<file path="src/rtl/demux18_loader_pkg.sv">
// Shared definitions for the 8-slot nibble selection path (loader and downstream selector).
package demux18_loader_pkg;

  localparam int unsigned SLOTS     = 8;
  localparam int unsigned PTR_W     = 3;
  localparam int unsigned DEF_WIDTH = 4;

  // Slot encoding agreed with the downstream 8:1 selector: 3'b000 = D0 ... 3'b111 = D7.
  typedef logic [PTR_W-1:0] slot_idx_t;

  localparam slot_idx_t LAST_SLOT = slot_idx_t'(SLOTS - 1);

endpackage

</file>
<file path="src/rtl/dec38_we.sv">
// 3-to-8 one-hot write-enable decoder, gated by the effective write enable.
module dec38_we
  import demux18_loader_pkg::*;
(
  input  logic             en,
  input  slot_idx_t        addr,
  output logic [SLOTS-1:0] we
);

  always_comb begin
    we = '0;
    if (en) begin
      we[addr] = 1'b1;
    end
  end

endmodule

</file>
<file path="src/rtl/demux18_loader.sv">
// Writer side of the 8-slot selection path: shadow bank collects writes, output bank
// D0..D7 changes only on commit so the downstream selector never sees a partial frame.
module demux18_loader
  import demux18_loader_pkg::*;
#(
  parameter int unsigned WIDTH     = DEF_WIDTH,
  parameter logic [WIDTH-1:0] RESET_VAL = '0
) (
  input  logic             clk,
  input  logic             rst,
  input  logic             wr_en,
  input  logic             wr_auto,
  input  logic [2:0]       wr_addr,
  input  logic [WIDTH-1:0] wr_data,
  input  logic             commit,
  input  logic             clear,
  output logic [WIDTH-1:0] D0,
  output logic [WIDTH-1:0] D1,
  output logic [WIDTH-1:0] D2,
  output logic [WIDTH-1:0] D3,
  output logic [WIDTH-1:0] D4,
  output logic [WIDTH-1:0] D5,
  output logic [WIDTH-1:0] D6,
  output logic [WIDTH-1:0] D7,
  output logic [2:0]       ptr,
  output logic             dirty,
  output logic             frame_done
);

  logic [WIDTH-1:0] shadow_q [SLOTS];
  logic [WIDTH-1:0] shadow_d [SLOTS];
  logic [WIDTH-1:0] out_q    [SLOTS];
  slot_idx_t        ptr_q, ptr_d;
  logic             dirty_q, dirty_d;
  logic             frame_done_q;

  logic             wr_eff;
  logic             auto_end;
  logic             do_commit;
  slot_idx_t        target;
  logic [SLOTS-1:0] slot_we;

  assign wr_eff    = wr_en & ~clear;
  assign target    = wr_auto ? ptr_q : slot_idx_t'(wr_addr);
  assign auto_end  = wr_eff & wr_auto & (ptr_q == LAST_SLOT);
  assign do_commit = commit | auto_end;

  dec38_we u_dec (
    .en   (wr_eff),
    .addr (target),
    .we   (slot_we)
  );

  // shadow_d is both the next shadow state and the commit source, which gives the
  // same-edge write-through and the clear+commit -> RESET_VAL behaviour for free.
  always_comb begin
    for (int unsigned i = 0; i < SLOTS; i++) begin
      if (clear) begin
        shadow_d[i] = RESET_VAL;
      end else if (slot_we[i]) begin
        shadow_d[i] = wr_data;
      end else begin
        shadow_d[i] = shadow_q[i];
      end
    end
  end

  always_comb begin
    ptr_d = ptr_q;
    if (clear) begin
      ptr_d = '0;
    end else if (wr_eff && wr_auto) begin
      ptr_d = ptr_q + 1'b1;
    end
  end

  always_comb begin
    dirty_d = dirty_q;
    if (do_commit) begin
      dirty_d = 1'b0;
    end else if (clear || wr_eff) begin
      dirty_d = 1'b1;
    end
  end

  always_ff @(posedge clk) begin
    if (rst) begin
      for (int unsigned i = 0; i < SLOTS; i++) begin
        shadow_q[i] <= RESET_VAL;
        out_q[i]    <= RESET_VAL;
      end
      ptr_q        <= '0;
      dirty_q      <= 1'b0;
      frame_done_q <= 1'b0;
    end else begin
      for (int unsigned i = 0; i < SLOTS; i++) begin
        shadow_q[i] <= shadow_d[i];
        if (do_commit) begin
          out_q[i] <= shadow_d[i];
        end
      end
      ptr_q        <= ptr_d;
      dirty_q      <= dirty_d;
      frame_done_q <= do_commit;
    end
  end

  assign D0         = out_q[0];
  assign D1         = out_q[1];
  assign D2         = out_q[2];
  assign D3         = out_q[3];
  assign D4         = out_q[4];
  assign D5         = out_q[5];
  assign D6         = out_q[6];
  assign D7         = out_q[7];
  assign ptr        = ptr_q;
  assign dirty      = dirty_q;
  assign frame_done = frame_done_q;

endmodule

</file>
<file path="config.mk">
export PLATFORM = sky130hd
export DESIGN_NAME = demux18_loader
export DESIGN_NICKNAME = d
export VERILOG_FILES = /design/src/rtl/demux18_loader_pkg.sv /design/src/rtl/dec38_we.sv /design/src/rtl/demux18_loader.sv
export SDC_FILE = /design/constraint.sdc
export NUM_CORES = 1
export LEC_CHECK = 0
export BUFFER_PORTS_ARGS = -buffer_cell sky130_fd_sc_hd__buf_2
export CORE_AREA = 2 2 77 79
export CTS_CLUSTER_DIAMETER = 200
export DETAILED_ROUTE_END_ITERATION = 10
export DIE_AREA = 0 0 79 81
export PLACE_DENSITY = 0.77
export SYNTH_ARGS = -nofsm -noshare
export SYNTH_HDL_FRONTEND = slang
export SYNTH_SLANG_ARGS = --single-unit
</file>
<file path="constraint.sdc">
create_clock -name clk -period 2.7 [get_ports clk]
set_input_delay 0.405 -clock clk [delete_from_list [all_inputs] [get_ports clk]]
set_output_delay 0.405 -clock clk [all_outputs]
set_load 0.02 [all_outputs]
</file>
After elaboration in Yosys (flattened, before gate mapping)
Memory sizes are Yosys's and may differ from the RTL's.
Index checks and enable logic that the tools add are counted.
W data, S select, Z words.
{"block": "classes", "n_addsub": 1, "order_cmp": 2, "n_eq_ne": 1, "n_mux": 42, "bitwise_logic": 21, "reduce_logical": 5}
{"cell": "$mux W4", "count": 32}
{"cell": "$or A1 B1 Y1", "count": 17}
{"cell": "$mux W8", "count": 1}
{"cell": "$mux W1", "count": 7}
{"cell": "$lt A3 B4 Y1 const B", "count": 1}
{"cell": "$reduce_or A2 Y1", "count": 2}
{"cell": "$add A3 B1 Y3 const B", "count": 1}
{"cell": "$and A1 B1 Y1", "count": 3}
{"cell": "$demux W1 S3", "count": 1}
{"cell": "$eq A3 B3 Y1 const B", "count": 1}
{"cell": "$ge A3 B1 Y1 const B", "count": 1}
{"cell": "$mux W3", "count": 1}
{"cell": "$logic_and A1 B1 Y1", "count": 2}
{"cell": "$logic_or A1 B1 Y1", "count": 1}
{"cell": "$not A1 Y1", "count": 1}
{"block": "word_totals", "reg_bits": 5, "ramBits": 64, "output_inout_bits": 37, "elab_cells": 77, "memories": 2}
{"name": "out_q", "depth": 8, "width": 4, "read_ports": 8, "rd_clocked_by_memory_dff": 0, "write_ports": 8, "line": "demux18_loader.sv:32", "source": "logic [WIDTH-1:0] out_q [SLOTS];"}
{"name": "shadow_q", "depth": 8, "width": 4, "read_ports": 8, "rd_clocked_by_memory_dff": 0, "write_ports": 8, "line": "demux18_loader.sv:30", "source": "logic [WIDTH-1:0] shadow_q [SLOTS];"}

Longest topological paths before layout
Gate-level depths: netlist of run 1.
{"block": "depth", "word_depth": 9, "depth_mapped": 7}

By module
Synthesis of run 1 repeated with hierarchy kept, for this count alone.
{"block": "hier_totals", "cells_unflattened": 212, "area_unflattened_um2": 2837.7}
{"module": "demux18_loader", "n_inst": 1, "cells_each": 204, "area_per_inst_um2": 2742.6}
{"module": "dec38_we", "n_inst": 1, "cells_each": 8, "area_per_inst_um2": 95.1}

Least setup slack after synthesis of run 1
OpenSTA, ideal clock, no wires.
{"block": "synth_timing", "path_kind": "reg2reg", "startpoint": "reg ptr_q[0], in the netlist ptr[0]", "endpoint": "mem out_q[0][0] (netlist bit) (enable)", "arrival_ns": 1.854, "path_slack_ns": 0.449, "stages_incl_launch_ff": 4, "period_less_slack_ns": 2.251, "cell_sequence": "dfxtp_1 > ha_1 > ha_1 > a311o_1"}
{"item": "start: declaration", "line": "demux18_loader.sv:33", "source": "slot_idx_t ptr_q, ptr_d;"}
{"item": "start signal: assignment", "line": "demux18_loader.sv:102", "source": "ptr_q <= ptr_d;"}
{"item": "end: declaration", "line": "demux18_loader.sv:32"}

==> results of run 1 <==
## cell type report
| cell class | count | area [sq um] | area share |
|---|---|---|---|
| multi-input cells | 156 | 1260 | 0.350 |
| clock inverters | 7 | 113 | 0.0312 |
| flip-flops and latches | 69 | 1700 | 0.472 |
| well taps | 75 | 93.8 | 0.0260 |
| repair buffers | 56 | 310 | 0.0861 |
| clock buffers | 9 | 124 | 0.0344 |
## flip-flops by register name, indices dropped and copies added, names as in the netlist
signal,cells
out_q,32
dirty,1
ptr,3
frame_done,1
shadow_q,32
## where the power goes
| part | leakage [nW] | switching [mW] | internal [mW] | total [mW] |
|---|---|---|---|---|
| logic | 0.939 | 0.119 | 0.0545 | 0.173 |
| clock network | 0.121 | 0.391 | 0.610 | 1.00 |
| registers | 0.655 | 0.00757 | 1.11 | 1.12 |
| total | 1.72 | 0.517 | 1.78 | 2.30 |
## worst max-delay path, stage by stage (launching register included)
cell     delay [ns]
dfxtp_1        0.46
ha_1           0.20
ha_1           0.18
a311o_1        0.63
buf_12         0.26
## how the worst max path moves through the flow
| stage | start | end | slack (ns) | cells after the start |
|---|---|---|---|---|
| global placement | ptr[1]$_SDFFE_PP0P_ | out_q[0][12]$_SDFFCE_PN0P_ | 0.71 | 4 |
| detailed placement | ptr[1]$_SDFFE_PP0P_ | out_q[0][12]$_SDFFCE_PN0P_ | 0.65 | 4 |
| finish | ptr[1]$_SDFFE_PP0P_ | out_q[0][20]$_SDFFCE_PN0P_ | 0.67 | 4 |
| CTS | ptr[1]$_SDFFE_PP0P_ | out_q[0][20]$_SDFFCE_PN0P_ | 0.64 | 4 |
| floorplan | ptr[0]$_SDFFE_PP0P_ | out_q[0][0]$_SDFFCE_PN0P_ | 0.45 | 3 |
| global route | ptr[1]$_SDFFE_PP0P_ | out_q[0][19]$_SDFFCE_PN0P_ | 0.55 | 4 |
## logic make-up after synthesis
| logic type | after synthesis | synth area share |
|---|---|---|
| flops | 69 | 0.563 |
| compound gates | 11 | 0.0601 |
| xor+xnor | 1 | 0.00290 |
| fa+ha+maj | 2 | 0.00828 |
| buf+inv | 11 | 0.0207 |
| simple gates | 82 | 0.140 |
| mux | 60 | 0.205 |
## cell usage in the layout, fill, tap and decap left out, drive strengths merged, types with 2 or more instances in the layout
| cell type | n |
|---|---|
| edfxtp | 32 |
| mux2i | 59 |
| ha | 2 |
| clkbuf | 9 |
| buf | 56 |
| clkinv | 3 |
| o211ai | 6 |
| and3b | 2 |
| bufinv | 3 |
| nor3b | 3 |
| nand3 | 29 |
| dfxtp | 37 |
| nor3 | 5 |
| nor2 | 3 |
| nand2 | 37 |
## metal layers
metal	part of all wire	GRT usage	up-vias
met2	0.47	0.307	64
met1	0.46	0.240	931
met5	0	0	-
li1	-	-	973
met3	0.052	0.0622	12
met4	0.019	0.0862	0
==> metrics.cfg, run 1 <==
[job]
maxCapViolCount=0

[critical_path]
r2r_cells=4
crit_required_ns=2.74
regToRegEndpoint=out_q[0][20]$_SDFFCE_PN0P_
reg2reg_from=ptr[1]$_SDFFE_PP0P_
r2r_setup_slack_ns=0.67
path_class=reg2reg
crit_path_end_kind=flip-flop
crit_path_max_fanout=22
start_kind=flip-flop
worstPathArrival_ns=2.07

[logic_synthesis]
synth_flop_cell=dfxtp_1
avgSynthCellArea_sq_um=12.8
syn_nets=251
syn_inst=236
synth-async-reset-ratio=0
ys_warn_count=0
netlist_area_sq_um=3020
yosys.area.top_type=edfxtp_1
yosysTopAreaCellShare=0.318
ys_ff_latch=69
synth_edf_count=32
post-synth-top-count-cell=mux2i_1
synth_area_leaders=edfxtp_1 32%, dfxtp_1 25%, mux2i_1 19%
synth_cell_type_count=29
yosysSeqAreaShare=0.563
synth_commonest_cells=58 x mux2i_1, 37 x dfxtp_1, 37 x nand2_1, 32 x edfxtp_1, 28 x nand3_1

[sta]
fin_tns_setup_ns=0
timing.final.max_slew_violations=0
period_minus_slack_ns=2.03
timing.fmax_mhz=494
relSlewSlack=0.535
worst_slew_pin_slew_ns=0.698
whs_ns=0.318
finalCritPeriodShare=0.750
hold_viol=0
setup_viol=0
timing.final.ws_setup_ns=0.675
rsz0062_at_grt=no
finClkSkew_ns=0.00734

[drt]
vias=1980
drt_wl_total_um=5590
wl_per_cell_um=15.0
drc=0
first_iter_violations=115
ant_nets=0
viasPerCell=5.32
dr.pass1.iters=4

[clocking]
path_clk_slew_ns=0.07
htree_levels=3
clock_path_buffers=2
cts_tree=yes
cts_buffers=9
clock-sinks=69
cts_root_buf=clkbuf_8
cts_hold_buffers=0
clk_latency_ns=0.34
cts_repair_resize_count=0
cts_setup_buffers=0

[hold_path]
hp-start=commit
hold-path-endpoint=frame_done$_SDFF_PP0_
min_path_type=in2reg
hold_depth=3

[floorplanning]
design.core.area_sq_um=5680
rows=28
initial_utilization=0.532
pin_count=50
fp.dieW_um=79
dieArea_sq_um=6400
die_y_um=81

[place]
port_buffers=49
hpwl_um=3740
dp.cells=356
placed_cell_area_sq_um=3370
gp_congestion=0.796
pre_cts_ws_ns=0.652

[global_route]
grt_pass1_wl_um=9080
grt_max_degree=30
grt.total_usage=0.192
antenna_found_initial=0
grt.overflow.total=0
grt_pass1_vias=1897

[layout]
drive_gt1_frac=0.303
nets=307
stdcell_count=372
syn_to_final_growth_pct=19.4
fillers=469
antenna_cells_inserted=0
fin_area_sq_um=3610
final_util=0.635

[pwr]
peakVddDrop_v=0.000404
p_total_mw=2.30
power_leakage_nw=1.72
p_per_area_nw_per_um2=637

[run_status]
status=finished clean

Note: power is estimated with default switching activity, not from simulation.
==> inputs of run 2 (changes only) <==
==> constraint.sdc (replaced) <==
create_clock -name clk -period 2.02 [get_ports clk]
set_input_delay 0.303 -clock clk [delete_from_list [all_inputs] [get_ports clk]]
set_output_delay 0.303 -clock clk [all_outputs]
set_load 0.02 [all_outputs]
==> run 2 against run 1 <==
  * Sequential cell count is the same
  * Routed wire length shrank 3.8%
  * Worst hold slack lost 0.091 ns
  * Utilization grew 0.29 points
  * Via count shrank 0.20%
  * Critical endpoint is now out_q[0][15]$_SDFFCE_PN0P_
  * Largest cell class unchanged
==> metrics.cfg, run 2 (synthesis results as in run 1) <==
[global_route]
grt_pass1_wl_um=8610  ; -5.2%
grt_use_met3=0.0444  ; -0.0178
met1_usage=0.236  ; -0.00438
busiest_layer=met2
grt_max_degree=34  ; +13%
grt.total_usage=0.181  ; -0.0111
use_met2=0.281  ; -0.0263
grt_pass1_vias=1811  ; -4.5%
grt.overflow.total=0  ; unchanged
antenna_found_initial=0  ; unchanged

[job]
maxCapViolCount=0  ; unchanged

[clocking]
cts_hold_buffers=0  ; unchanged
cts_repair_resize_count=0  ; unchanged
cts_setup_buffers=0  ; unchanged
clk_latency_ns=0.35  ; about the same
cts_root_buf=clkbuf_8
path_clk_slew_ns=0.07  ; about the same
cts_tree=yes
clock-sinks=69  ; unchanged
htree_levels=3  ; unchanged
cts_buffers=9  ; unchanged
clock_path_buffers=2  ; unchanged

[layout]
drive_gt1_frac=0.316  ; +0.0126
mostFrequentLayoutCell=mux2i_1
register_area_sq_um=1700  ; unchanged
nets=311  ; +1.3%
mostFrequentLayoutCells=58 x mux2i_1, 49 x buf_2, 37 x nand2_1, 37 x dfxtp_1, 32 x edfxtp_1
antenna_cells_inserted=0  ; unchanged
final_util=0.638  ; +0.00287
syn_to_final_growth_pct=19.9
fillers=460  ; -1.9%
multiInputGateArea_sq_um=1260  ; about the same

[critical_path]
regToRegEndpoint=out_q[0][15]$_SDFFCE_PN0P_
reg2reg_from=ptr[2]$_SDFFE_PP0P_
r2r_cells=2  ; -2
crit_path_end_kind=flip-flop
crit_start=ptr[2]$_SDFFE_PP0P_
path_class=reg2reg
r2r_setup_slack_ns=0.23  ; -0.44 ns
crit_required_ns=1.99  ; -0.75 ns
worstPathArrival_ns=1.76  ; -0.31 ns
crit_path_max_fanout=33  ; +50%
start_kind=flip-flop

[floorplanning]
die_y_um=81  ; unchanged
design.core.area_sq_um=5680  ; unchanged
dieArea_sq_um=6400  ; unchanged
fp.dieW_um=79  ; unchanged
rows=28  ; unchanged
initial_utilization=0.532  ; unchanged
pin_count=50  ; unchanged

[sta]
timing.fmax_mhz=560  ; +13%
setup_viol=0  ; unchanged
fin_tns_setup_ns=0  ; unchanged
worst_slew_pin_slew_ns=0.775  ; +0.0767 ns
period_minus_slack_ns=1.79  ; -0.239 ns
finClkSkew_ns=0.00942  ; +0.00207 ns
finalCritPeriodShare=0.884  ; +0.134
timing.final.ws_setup_ns=0.234  ; -0.441 ns
hold_viol=0  ; unchanged
relSlewSlack=0.484  ; -0.0511
rsz0062_at_grt=no
timing.final.max_slew_violations=0  ; unchanged

[hold_path]
hp-start=commit
hold_depth=3  ; unchanged
min_path_type=in2reg
hold-path-endpoint=frame_done$_SDFF_PP0_

[pwr]
power_leakage_nw=1.72  ; +0.54%
p_per_area_nw_per_um2=832  ; +31%
peakVddDrop_v=0.000589  ; +46%
p_total_mw=3.01  ; +31%

[drt]
drc=0  ; unchanged
vias=1976  ; -0.20%
drt_wl_total_um=5380  ; -3.8%
ant_nets=0  ; unchanged
wl_per_cell_um=14.3  ; -4.8%
viasPerCell=5.26  ; -1.3%
first_iter_violations=65  ; -43%
dr.pass1.iters=4  ; unchanged

[run_status]
status=finished clean

[place]
hpwl_um=3660  ; -2.2%
port_buffers=49  ; unchanged
pre_cts_ws_ns=0.204  ; -0.448 ns
gp_congestion=0.793  ; -0.28%

## run 2: changes by cell type in the layout (fill, tap and decap cells not counted), sizes merged
cell / delta
clkinvlp: +1
clkinv: -1
inv: -1
clkbuf: +2
buf: +4
bufinv: -1
## run 2: power breakdown
part | switching (mW) | total (mW) | leakage (nW) | internal, mW
Clock | 0.512 | 1.28 | 0.115 | 0.770
Sequential | 0.00866 | 1.50 | 0.655 | 1.49
Combinational | 0.159 | 0.233 | 0.954 | 0.0737
Total | 0.680 | 3.01 | 1.72 | 2.33
## run 2: final cells by class
type | instances | share of cell area
sequential | 69 | 0.470
multi-input combinational | 156 | 0.349
tap | 75 | 0.0259
timing repair buffer | 60 | 0.0905
clock buffer | 11 | 0.0421
clock inverter | 5 | 0.0225
## run 2: worst max path at each step
stage,depth (start not counted),slack (ns),to
after floorplan,3,0.19,out_q[0][0]$_SDFFCE_PN0P_
after global placement,4,0.24,out_q[0][24]$_DFFE_PP_
after detailed placement,2,0.20,out_q[0][8]$_SDFFCE_PN0P_
after CTS,2,0.19,out_q[0][15]$_SDFFCE_PN0P_
after global routing,2,0.10,out_q[0][15]$_SDFFCE_PN0P_
final,2,0.23,out_q[0][15]$_SDFFCE_PN0P_
## run 2: worst max-delay path, stage by stage (launching register included)
cell	delay [ns]
dfxtp_1	0.46
ha_1	0.24
a311o_2	0.71
## run 2: per-stage QoR
| stage | std cells | hold WS (ns) | cell area [sq um] |
|---|---|---|---|
| after detailed placement | 360 | 0.452 | 3390 |
| final | 376 | 0.226 | 3620 |
| after CTS | 376 | 0.219 | 3620 |
| after global placement | 360 | 0.445 | 3390 |
| after global routing | 376 | 0.235 | 3620 |
| after floorplan | 236 | 0.375 | 3020 |
## run 2: routing by layer
| metal | vias to the layer above | share of wire |
|---|---|---|
| li1 | 990 | - |
| met1 | 925 | 0.47 |
| met2 | 52 | 0.46 |
| met3 | 9 | 0.048 |
| met4 | 0 | 0.016 |
| met5 | - | 0 |
